<file path="config.mk">
export PLATFORM = sky130hd
export DESIGN_NAME = encoder_homing_ctrl
export DESIGN_NICKNAME = d
export VERILOG_FILES = /design/src/rtl/encoder_pkg.sv /design/src/rtl/encoder_homing_ctrl_quad.sv /design/src/rtl/encoder_homing_ctrl.sv
export SDC_FILE = /design/constraint.sdc
export NUM_CORES = 1
export LEC_CHECK = 0
export ABC_AREA = 1
export CORE_MARGIN = 2
export CORE_UTILIZATION = 51
export CTS_CLUSTER_DIAMETER = 80
export CTS_CLUSTER_SIZE = 16
export DETAILED_ROUTE_END_ITERATION = 16
export PLACE_DENSITY = 0.7
export RECOVER_POWER = 25
export SLEW_MARGIN = 20
export SYNTH_ARGS = -nofsm -noshare
export SYNTH_HDL_FRONTEND = slang
export SYNTH_HIERARCHICAL = 1
export SYNTH_SLANG_ARGS = --single-unit
</file>
<file path="constraint.sdc">
create_clock -name csi_MCLK_clk -period 6.2 [get_ports csi_MCLK_clk]
set_input_delay 1.24 -clock csi_MCLK_clk [delete_from_list [all_inputs] [get_ports csi_MCLK_clk]]
set_output_delay 1.24 -clock csi_MCLK_clk [all_outputs]
set_load 0.05 [all_outputs]
</file>
<file path="src/rtl/encoder_pkg.sv">
// Shared constants for the encoder homing controller: register map, bit
// positions, FSM encoding and small bus helpers.
package encoder_pkg;

  localparam logic [31:0] ENC_ID_VALUE = 32'hEA680004;

  localparam logic [2:0] ADDR_ID        = 3'd0;
  localparam logic [2:0] ADDR_CTRL      = 3'd1;
  localparam logic [2:0] ADDR_STATUS    = 3'd2;
  localparam logic [2:0] ADDR_POSITION  = 3'd3;
  localparam logic [2:0] ADDR_TIMEOUT   = 3'd4;
  localparam logic [2:0] ADDR_INDEX_CAP = 3'd5;
  localparam logic [2:0] ADDR_COMPARE   = 3'd6;

  localparam int unsigned CTRL_HOME_START = 0;
  localparam int unsigned CTRL_ABORT      = 1;
  localparam int unsigned CTRL_DIR_INV    = 2;

  localparam int unsigned STAT_HOMED    = 3;
  localparam int unsigned STAT_TMO_ERR  = 4;
  localparam int unsigned STAT_QUAD_ERR = 5;
  localparam int unsigned STAT_PEND_LSB = 8;
  localparam int unsigned STAT_EN_LSB   = 16;

  localparam int unsigned IRQ_W     = 4;
  localparam int unsigned IRQ_INDEX = 0;
  localparam int unsigned IRQ_CMP   = 1;
  localparam int unsigned IRQ_DONE  = 2;
  localparam int unsigned IRQ_FAIL  = 3;

  localparam logic [2:0] ST_IDLE = 3'd0;
  localparam logic [2:0] ST_SEEK = 3'd1;
  localparam logic [2:0] ST_ZERO = 3'd2;
  localparam logic [2:0] ST_DONE = 3'd3;
  localparam logic [2:0] ST_FAIL = 3'd4;

  // Replace only the byte lanes whose enable is set.
  function automatic logic [31:0] be_merge(input logic [31:0] cur,
                                           input logic [31:0] wdata,
                                           input logic [3:0]  be);
    logic [31:0] m;
    for (int i = 0; i < 4; i++) begin
      m[i*8 +: 8] = be[i] ? wdata[i*8 +: 8] : cur[i*8 +: 8];
    end
    return m;
  endfunction

  // Quadrature phase as a 2-bit ring position: 00->0, 01->1, 11->2, 10->3.
  function automatic logic [1:0] gray2bin(input logic a, input logic b);
    return {a, a ^ b};
  endfunction

endpackage

</file>
<file path="src/rtl/encoder_homing_ctrl_quad.sv">
// Synchronises the raw A/B/Z inputs and decodes x4 quadrature steps,
// illegal double transitions and rising edges of the index pulse.
module quad_decoder
  import encoder_pkg::*;
#(
  parameter int unsigned SYNC_STAGES = 2
) (
  input  logic clk_i,
  input  logic rst_ni,
  input  logic a_i,
  input  logic b_i,
  input  logic z_i,
  output logic step_c_o,
  output logic dir_c_o,
  output logic idx_rise_c_o,
  output logic quad_err_c_o
);

  localparam int unsigned SS = (SYNC_STAGES < 2) ? 2 : SYNC_STAGES;

  logic [SS-1:0] a_sync_q, b_sync_q, z_sync_q;
  logic          a_prev_q, b_prev_q, z_prev_q;
  logic [1:0]    delta;

  always_ff @(posedge clk_i or negedge rst_ni) begin
    if (!rst_ni) begin
      a_sync_q <= '0;
      b_sync_q <= '0;
      z_sync_q <= '0;
      a_prev_q <= 1'b0;
      b_prev_q <= 1'b0;
      z_prev_q <= 1'b0;
    end else begin
      a_sync_q <= {a_sync_q[SS-2:0], a_i};
      b_sync_q <= {b_sync_q[SS-2:0], b_i};
      z_sync_q <= {z_sync_q[SS-2:0], z_i};
      a_prev_q <= a_sync_q[SS-1];
      b_prev_q <= b_sync_q[SS-1];
      z_prev_q <= z_sync_q[SS-1];
    end
  end

  // Ring distance: 1 = forward, 3 = reverse, 2 = both phases moved at once.
  always_comb begin
    delta        = gray2bin(a_sync_q[SS-1], b_sync_q[SS-1]) - gray2bin(a_prev_q, b_prev_q);
    step_c_o     = delta[0];
    dir_c_o      = (delta == 2'd3);
    quad_err_c_o = (delta == 2'd2);
    idx_rise_c_o = z_sync_q[SS-1] & ~z_prev_q;
  end

endmodule

</file>
<file path="src/rtl/encoder_homing_ctrl.sv">
// Avalon-MM quadrature position controller: position counter, index capture,
// compare match, Z-index homing sequencer and level interrupt.
module encoder_homing_ctrl
  import encoder_pkg::*;
#(
  parameter int unsigned SYNC_STAGES = 2,
  parameter int unsigned POS_W       = 32,
  parameter logic [31:0] TIMEOUT_RST = 32'd50000000,
  parameter logic [31:0] ID_VALUE    = encoder_pkg::ENC_ID_VALUE
) (
  input  logic        csi_MCLK_clk,
  input  logic        rsi_MRST_reset_n,
  input  logic [31:0] avs_ctrl_writedata,
  output logic [31:0] avs_ctrl_readdata,
  input  logic [3:0]  avs_ctrl_byteenable,
  input  logic [2:0]  avs_ctrl_address,
  input  logic        avs_ctrl_write,
  input  logic        avs_ctrl_read,
  output logic        avs_ctrl_waitrequest,
  input  logic        A,
  input  logic        B,
  input  logic        Z,
  output logic        ins_irq_irq,
  output logic        coe_homing_busy
);

  logic step_c, dir_c, idx_rise_c, quad_err_c;

  logic [2:0]       state_q, state_d;
  logic [31:0]      timer_q, timer_d;
  logic             homed_q, homed_d;
  logic             tmo_err_q, tmo_err_d;
  logic             quad_err_q, quad_err_d;
  logic             dir_inv_q, dir_inv_d;
  logic [POS_W-1:0] position_q, position_d;
  logic [POS_W-1:0] index_cap_q, index_cap_d;
  logic [POS_W-1:0] compare_q, compare_d;
  logic [31:0]      timeout_q, timeout_d;
  logic [IRQ_W-1:0] pend_q, pend_d;
  logic [IRQ_W-1:0] en_q, en_d;
  logic             match_q, match_d;
  logic [31:0]      readdata_q, readdata_d;
  logic             irq_q, irq_d;
  logic             busy_q, busy_d;

  logic             wr_ctrl, home_start, abort, idle_like;
  logic             zero_pos, ev_done, ev_fail;
  logic [IRQ_W-1:0] ev, w1c;
  logic [31:0]      pos_ext, status_w;

  quad_decoder #(
    .SYNC_STAGES (SYNC_STAGES)
  ) u_quad (
    .clk_i        (csi_MCLK_clk),
    .rst_ni       (rsi_MRST_reset_n),
    .a_i          (A),
    .b_i          (B),
    .z_i          (Z),
    .step_c_o     (step_c),
    .dir_c_o      (dir_c),
    .idx_rise_c_o (idx_rise_c),
    .quad_err_c_o (quad_err_c)
  );

  always_ff @(posedge csi_MCLK_clk or negedge rsi_MRST_reset_n) begin
    if (!rsi_MRST_reset_n) begin
      state_q     <= ST_IDLE;
      timer_q     <= '0;
      homed_q     <= 1'b0;
      tmo_err_q   <= 1'b0;
      quad_err_q  <= 1'b0;
      dir_inv_q   <= 1'b0;
      position_q  <= '0;
      index_cap_q <= '0;
      compare_q   <= '0;
      timeout_q   <= TIMEOUT_RST;
      pend_q      <= '0;
      en_q        <= '0;
      match_q     <= 1'b1;
      readdata_q  <= '0;
      irq_q       <= 1'b0;
      busy_q      <= 1'b0;
    end else begin
      state_q     <= state_d;
      timer_q     <= timer_d;
      homed_q     <= homed_d;
      tmo_err_q   <= tmo_err_d;
      quad_err_q  <= quad_err_d;
      dir_inv_q   <= dir_inv_d;
      position_q  <= position_d;
      index_cap_q <= index_cap_d;
      compare_q   <= compare_d;
      timeout_q   <= timeout_d;
      pend_q      <= pend_d;
      en_q        <= en_d;
      match_q     <= match_d;
      readdata_q  <= readdata_d;
      irq_q       <= irq_d;
      busy_q      <= busy_d;
    end
  end

  // Homing sequencer; a zero timer in SEEK means the timeout is disabled.
  always_comb begin
    state_d   = state_q;
    timer_d   = timer_q;
    homed_d   = homed_q;
    tmo_err_d = tmo_err_q;
    zero_pos  = 1'b0;
    ev_done   = 1'b0;
    ev_fail   = 1'b0;
    wr_ctrl    = avs_ctrl_write && (avs_ctrl_address == ADDR_CTRL) && avs_ctrl_byteenable[0];
    home_start = wr_ctrl && avs_ctrl_writedata[CTRL_HOME_START];
    abort      = wr_ctrl && avs_ctrl_writedata[CTRL_ABORT];
    if (abort) begin
      state_d = ST_IDLE;
      homed_d = 1'b0;
    end else begin
      case (state_q)
        ST_IDLE, ST_DONE, ST_FAIL: begin
          if (home_start) begin
            state_d   = ST_SEEK;
            homed_d   = 1'b0;
            tmo_err_d = 1'b0;
            timer_d   = timeout_q;
          end
        end
        ST_SEEK: begin
          if (idx_rise_c) begin
            state_d = ST_ZERO;
          end else if (timer_q == 32'd1) begin
            state_d   = ST_FAIL;
            timer_d   = '0;
            tmo_err_d = 1'b1;
            ev_fail   = 1'b1;
          end else if (timer_q != 32'd0) begin
            timer_d = timer_q - 32'd1;
          end
        end
        ST_ZERO: begin
          zero_pos = 1'b1;
          state_d  = ST_DONE;
          homed_d  = 1'b1;
          ev_done  = 1'b1;
        end
        default: state_d = ST_IDLE;
      endcase
    end
  end

  // Register file, position datapath, compare edge and interrupt.
  always_comb begin
    idle_like   = (state_q == ST_IDLE) || (state_q == ST_DONE) || (state_q == ST_FAIL);
    pos_ext     = 32'($signed(position_q));
    dir_inv_d   = dir_inv_q;
    position_d  = position_q;
    index_cap_d = index_cap_q;
    compare_d   = compare_q;
    timeout_d   = timeout_q;
    en_d        = en_q;
    w1c         = '0;
    quad_err_d  = quad_err_q | quad_err_c;
    readdata_d  = '0;
    status_w    = '0;

    if (wr_ctrl) dir_inv_d = avs_ctrl_writedata[CTRL_DIR_INV];

    if (zero_pos) begin
      position_d = '0;
    end else if (avs_ctrl_write && (avs_ctrl_address == ADDR_POSITION) && idle_like) begin
      position_d = POS_W'(be_merge(pos_ext, avs_ctrl_writedata, avs_ctrl_byteenable));
    end else if (step_c) begin
      position_d = (dir_c ^ dir_inv_q) ? position_q - POS_W'(1) : position_q + POS_W'(1);
    end

    if (idx_rise_c) index_cap_d = position_q;

    if (avs_ctrl_write) begin
      case (avs_ctrl_address)
        ADDR_STATUS: begin
          if (avs_ctrl_byteenable[1]) w1c  = avs_ctrl_writedata[STAT_PEND_LSB +: IRQ_W];
          if (avs_ctrl_byteenable[2]) en_d = avs_ctrl_writedata[STAT_EN_LSB +: IRQ_W];
        end
        ADDR_TIMEOUT: timeout_d = be_merge(timeout_q, avs_ctrl_writedata, avs_ctrl_byteenable);
        ADDR_COMPARE: compare_d = POS_W'(be_merge(32'($signed(compare_q)), avs_ctrl_writedata,
                                                  avs_ctrl_byteenable));
        default: ;
      endcase
    end

    match_d       = (position_d == compare_d);
    ev            = '0;
    ev[IRQ_INDEX] = idx_rise_c;
    ev[IRQ_CMP]   = match_d & ~match_q;
    ev[IRQ_DONE]  = ev_done;
    ev[IRQ_FAIL]  = ev_fail;
    pend_d        = (pend_q & ~w1c) | ev;

    irq_d  = |(pend_d & en_d);
    busy_d = (state_d == ST_SEEK) || (state_d == ST_ZERO);

    status_w[2:0]                    = state_q;
    status_w[STAT_HOMED]             = homed_q;
    status_w[STAT_TMO_ERR]           = tmo_err_q;
    status_w[STAT_QUAD_ERR]          = quad_err_q;
    status_w[STAT_PEND_LSB +: IRQ_W] = pend_q;
    status_w[STAT_EN_LSB +: IRQ_W]   = en_q;

    if (avs_ctrl_read) begin
      case (avs_ctrl_address)
        ADDR_ID:        readdata_d = ID_VALUE;
        ADDR_CTRL:      readdata_d[CTRL_DIR_INV] = dir_inv_q;
        ADDR_STATUS:    readdata_d = status_w;
        ADDR_POSITION:  readdata_d = pos_ext;
        ADDR_TIMEOUT:   readdata_d = timeout_q;
        ADDR_INDEX_CAP: readdata_d = 32'($signed(index_cap_q));
        ADDR_COMPARE:   readdata_d = 32'($signed(compare_q));
        default:        readdata_d = '0;
      endcase
    end
  end

  assign avs_ctrl_readdata    = readdata_q;
  assign avs_ctrl_waitrequest = 1'b0;
  assign ins_irq_irq          = irq_q;
  assign coe_homing_busy      = busy_q;

endmodule

</file>
# Word-level counts from Yosys, hierarchy flattened
# Index checks and enable logic that the tools add are counted.
# totals
inputBits	46
output_inout_bits	35
register_bits	219
# op_classes
addsub	4
bitwise_logic	13
n_eq_ne	21
reduce_logical	23
n_mux	46
# op_table
operator	count
$mux 32	11
$pmux 29 s6	1
$mux 8	8
$pmux 32 s2	1
$sub 32x1->32 const B	2
$add 32x1->32 const B	1
$eq 32x1->1 const B	1
$eq 32x32->1	1
$reduce_bool 32->1	1
$mux 4	6
$eq 3x2->1 const B	5
$eq 3x3->1 const B	4
$mux 3	4
$reduce_and 3->1	4
$mux 1	10
$pmux 2 s5	1
$reduce_and 5->1	2
$eq 3x1->1 const B	3
$pmux 3 s3	1
$and 4x4->4	2
$pmux 1 s7	1
$logic_and 1x1->1	6
$logic_not 3->1	2
$ne 2x2->1 const B	3
16 further kinds	26

# Logic depth before layout (Yosys ltp)
# logic_depth
word_depth	13
depth_mapped	33
depth_no_buf	33

# By module
# Netlist, hierarchy kept.
# modules_own_cells
mod	area_each_um2	n_inst	cells_each
encoder_homing_ctrl	13635.6	1	2003
quad_decoder	311.5	1	26

# Worst setup path before layout
# Ideal clock, no wire load.
# synth_timing
kind	reg2reg
start	reg u_quad.a_prev_q
end	reg irq_q, in the netlist ins_irq_irq
path_buffers	0
t_arrival_ps	4523
period_less_slack_ps	4588
required_ps	6135
path_slack_ps	1612
setup_ps	65
path_stages_with_launch	31
path_cell_list	dfrtp_1 xor2_1 ha_1 inv_1 nand2_1 nand3_1 nand2_1 nor2_1 xor2_1 ha_1 nand2_1 inv_1 nand2_1 nand2_1 a21oi_1 nand2_1 nand2_1 nand2_1 nand2_1 nand3_1 nand2_1 nand2_1 nand2_1 nand2_1 nor2_1 nand3_1 nor2_1 nand3_1 nand2_1 nand2_1 nand2_1
# synth_between
elab_chain_len	13
# synth_rtl
element	line_no	rtl
from (decl)	encoder_homing_ctrl_quad.sv:22	logic a_prev_q, b_prev_q, z_prev_q;
from (signal assigned)	encoder_homing_ctrl_quad.sv:37	a_prev_q <= a_sync_q[SS-1];
$xor 1x1->1	encoder_pkg.sv:50	return {a, a ^ b};
$sub 2x2->2 (*)	encoder_homing_ctrl_quad.sv:45	delta = gray2bin(a_sync_q[SS-1], b_sync_q[SS-1]) - gray2bin(a_prev_q, b_prev_q);
$eq 2x2->1 (*)	encoder_homing_ctrl_quad.sv:47	dir_c_o = (delta == 2'd3);
via dir_c	encoder_homing_ctrl.sv:27	logic step_c, dir_c, idx_rise_c, quad_err_c;
$xor 1x1->1 (*)	encoder_homing_ctrl.sv:173	position_d = (dir_c ^ dir_inv_q) ? position_q - POS_W'(1) : position_q + POS_W'(1);
$mux 32 (*)	encoder_homing_ctrl.sv:173	
$mux 32 (*)	encoder_homing_ctrl.sv:172	end else if (step_c) begin
$mux 32 (*)	encoder_homing_ctrl.sv:170	end else if (avs_ctrl_write && (avs_ctrl_address == ADDR_POSITION) && idle_like) begin
$mux 32 (*)	encoder_homing_ctrl.sv:168	if (zero_pos) begin
$eq 32x32->1 (*)	encoder_homing_ctrl.sv:191	match_d = (position_d == compare_d);
$and 1x1->1 (*)	encoder_homing_ctrl.sv:194	ev[IRQ_CMP] = match_d & ~match_q;
$or 4x4->4 (*)	encoder_homing_ctrl.sv:197	pend_d = (pend_q & ~w1c) | ev;
via pend_d[1]	encoder_homing_ctrl.sv:39	logic [IRQ_W-1:0] pend_q, pend_d;
$and 4x4->4 (*)	encoder_homing_ctrl.sv:199	irq_d = |(pend_d & en_d);
$reduce_or 4->1 (*)	encoder_homing_ctrl.sv:199	
via irq_d	encoder_homing_ctrl.sv:43	logic irq_q, irq_d;
to (signal assigned)	encoder_homing_ctrl.sv:98	irq_q <= irq_d;
to (decl)	encoder_homing_ctrl.sv:43	
# The timed path passes the listed nets; every way through them passes the cells marked *.
# A chain may end at the register's enable or synchronous reset.

# Worst setup path in the final report
# layout_timing
start	reg u_quad.z_sync_q[1]
end	reg timer_q[7]
# layout_between
elab_chain_len	3
# layout_rtl
element	line_no	rtl
from (decl)	encoder_homing_ctrl_quad.sv:21	logic [SS-1:0] a_sync_q, b_sync_q, z_sync_q;
from (signal assigned)	encoder_homing_ctrl_quad.sv:36	z_sync_q <= {z_sync_q[SS-2:0], z_i};
$and 1x1->1	encoder_homing_ctrl_quad.sv:49	idx_rise_c_o = z_sync_q[SS-1] & ~z_prev_q;
via idx_rise_c	encoder_homing_ctrl.sv:27	
$ne 2x2->1 (no line)	-	
$reduce_and 5->1 (no line)	-	
to (signal assigned)	encoder_homing_ctrl.sv:85	timer_q <= timer_d;
to (decl)	encoder_homing_ctrl.sv:30	logic [31:0] timer_q, timer_d;
# The timed path passes the listed nets, and every way through them passes these cells.

==> impl_metrics.ini <==
[layout]
n_antenna_cell = 0
layout-drive-gt1-share = 0.0432
fin_nets = 2156
final_core_util = 0.573
areaGrowthSynthToFinish_pct = 10.5
layout_commonest_cell = nand2_1
mostFrequentLayoutCells = nand2_1 (591), inv_1 (352), dfrtp_1 (206)
nFillCells = 2636

[cts]
cts_buffer_depth = 3
cts-resized-gates = 0
hold_buffers = 0
clk_pin_slew_worst_paths_ns = 0.08
h-tree-depth = 1
cts.sinks = 219
numCtsBuffers = 17
insertion_delay_ns = 0.49
postCtsSetupRepairBufs = 0
cts_tree = yes
root_buffer = clkbuf_16

[routing]
drtIter0Drc = 1419
drcViolationCount = 0
num_vias = 13300
firstDrtPassIters = 5
avgRoutedWirePerCell_um = 17.0
drt.antenna.violating_nets = 0
drt_wl_total_um = 41300
via_per_inst = 5.48

[floorplan]
rows = 60
dieArea_um2 = 28700
fp.dieW_um = 169
dieHeight_um = 169
initial_core_util = 0.519
core_um2 = 26900
io_pins = 81

[yosys]
synthesis.instances = 2029
seq_area_frac_synth = 0.394
ys_ff_latch = 219
ys_types = 55
synth_nets = 2112
syn_area_um2 = 13900
synth.avg_cell_area_um2 = 6.87
yosys_warnings = 6

[setup_path]
critPathMaxFanout = 39
cp-end-kind = register
worstSetupPathType = reg -> reg
worstPathArrival_ns = 5.11
crit_path_start_kind = register
required_ns = 6.58

[global_routing]
grt_usage = 0.291
grt_first_pass_wirelength_um = 66500
first_global_vias = 12300
overflow = 0
grt_start_max_net_pins = 120
antenna_found_initial = 0

[timing]
slew-limit-headroom = -0.982
rsz0062_at_grt = no
tns_ns = 0
finalCritPeriodShare = 0.762
setup-violations-final = 0
hold_viol = 0
report.final.slew_viol_count = 191
fmax_mhz = 212
fin_crit_ns = 4.72
tightest_slew_ns = 2.97
skew_ns = 0.0144

[placed_design]
place_hpwl_um = 31200
place_congestion = 0.890
place.port_buffers = 79

[power_and_ir_drop]
p_per_area_nw_per_um2 = 446
peakVddDrop_v = 0.000170
leakage_nw = 7.96
totalPowerFinal_mw = 6.87

[job]
maxCapViolations = 3

[worst_hold_path]
hp-class = reg -> reg

[run_status]
status = complete, but fails checks
violations = max-capacitance violations, max-slew violations
worst max-delay path, stage by stage (launching register included):
cell,delay (ns)
dfrtp_1,0.38
inv_1,0.06
nor2_2,0.03
clkbuf_1,0.65
inv_1,0.19
clkbuf_1,1.22
nor2_1,0.20
a2111oi_2,0.54
nand2_2,0.40
clkinv_2,0.50
o21ai_0,0.17
a22o_1,0.20
report_power, final:
part           switching (mW)  internal [mW]
combinational            2.38           1.17
clock                   0.518          0.515
sequential              0.424           1.86
final cells by class:
cell class / count / area, µm² / area share
clock buffer: 27 / 463 / 0.0300
clock inverter: 1 / 7.51 / 0.000487
inverter: 362 / 1360 / 0.0884
multi-input combinational: 1381 / 6780 / 0.440
sequential: 219 / 5500 / 0.357
tap: 341 / 427 / 0.0277
timing repair buffer: 92 / 876 / 0.0568
synth_stat cells, drive strengths merged:
cell     instances  area share
a22o             4      0.0025
and3             1     0.00045
xor2            10      0.0063
o32ai            2      0.0013
buf             26       0.013
a21o             3      0.0016
or2              1     0.00045
clkbuf          41       0.011
dfrtp          206        0.37
and2             1     0.00045
o41ai            1     0.00063
fa               1      0.0014
nor4             6      0.0027
a31oi           12      0.0054
o31ai            1     0.00054
nand4           19      0.0085
ha              36       0.032
conb             1     0.00027
o22ai           16      0.0072
o21a             3      0.0016
nand2          603        0.16
dfstp           13       0.024
nand3b           9      0.0048
nor2           170       0.049
o21bai           2      0.0011
a2111oi          2      0.0017
a32oi            2      0.0013
inv            361       0.097
nor3            15      0.0081
a21oi           98       0.035
a221oi          24       0.015
a22oi            3      0.0016
mux2             4      0.0032
nand3          106       0.040
o21ai          205       0.074
o221ai           6      0.0038
a211oi           6      0.0032
xnor2            8      0.0050
clkinv           1     0.00036
per-layer routing:
| layer | wire (µm) | up-vias | part of all wire | track usage |
|---|---|---|---|---|
| li1 | - | 6547 | - | - |
| met3 | 3190 | 50 | 0.077 | 0.0389 |
| met5 | 0 | - | 0 | 0 |
| met2 | 18100 | 549 | 0.44 | 0.451 |
| met4 | 629 | 0 | 0.015 | 0.0550 |
| met1 | 19400 | 6141 | 0.47 | 0.440 |
state kept, by name, indices dropped and copies added, names as in the netlist, 2 cells and up:
signal / count
compare_q: 32
u_quad/z_sync_q: 2
timer_q: 32
u_quad/a_sync_q: 2
pos_ext: 32
index_cap_q: 32
state_q: 3
u_quad/b_sync_q: 2
en_q: 4
pend_q: 4
timeout_q: 32
avs_ctrl_readdata: 32
per-stage QoR:
step	area (µm²)	hold WS [ns]	worst slack [ns]	instances
after floorplan	13900	0.331	1.61	2029
after global placement	15000	0.335	1.74	2395
after detailed placement	15000	0.341	1.64	2395
after CTS	15400	0.354	1.69	2423
after global routing	15400	0.367	1.09	2423
final	15400	0.353	1.48	2423
final timing paths:
kind | startpoint | endpoint | slack (ns) | cells after the start
setup / recovery | u_quad/z_sync_q[1]$_DFF_PN0_ | timer_q[7]$_DFFE_PN0P_ | 1.48 | 11
hold / removal | u_quad/z_sync_q[0]$_DFF_PN0_ | u_quad/z_sync_q[1]$_DFF_PN0_ | 0.35 | 0
setup reg to reg | u_quad/z_sync_q[1]$_DFF_PN0_ | timer_q[7]$_DFFE_PN0P_ | 1.48 | 11
hold reg to reg | u_quad/z_sync_q[0]$_DFF_PN0_ | u_quad/z_sync_q[1]$_DFF_PN0_ | 0.35 | 0
max in group asynchronous | rsi_MRST_reset_n | pos_ext[5]$_DFF_PN0_ | 2.53 | 2
min in group asynchronous | rsi_MRST_reset_n | timer_q[7]$_DFFE_PN0P_ | 1.68 | 1
cells by family (layout without fill, tap and decap cells):
logic type      after synthesis  after routing  share of synthesized area
other cells                   1              1                   0.000269
simple gates                931            931                      0.279
xor+xnor                     18             18                     0.0113
fa+ha+maj                    37             37                     0.0337
compound gates              390            390                      0.157
flops                       219            219                      0.394
buf+inv                     429            482                      0.121
mux                           4              4                    0.00323
No activity file was read; power rests on OpenSTA's default activity.
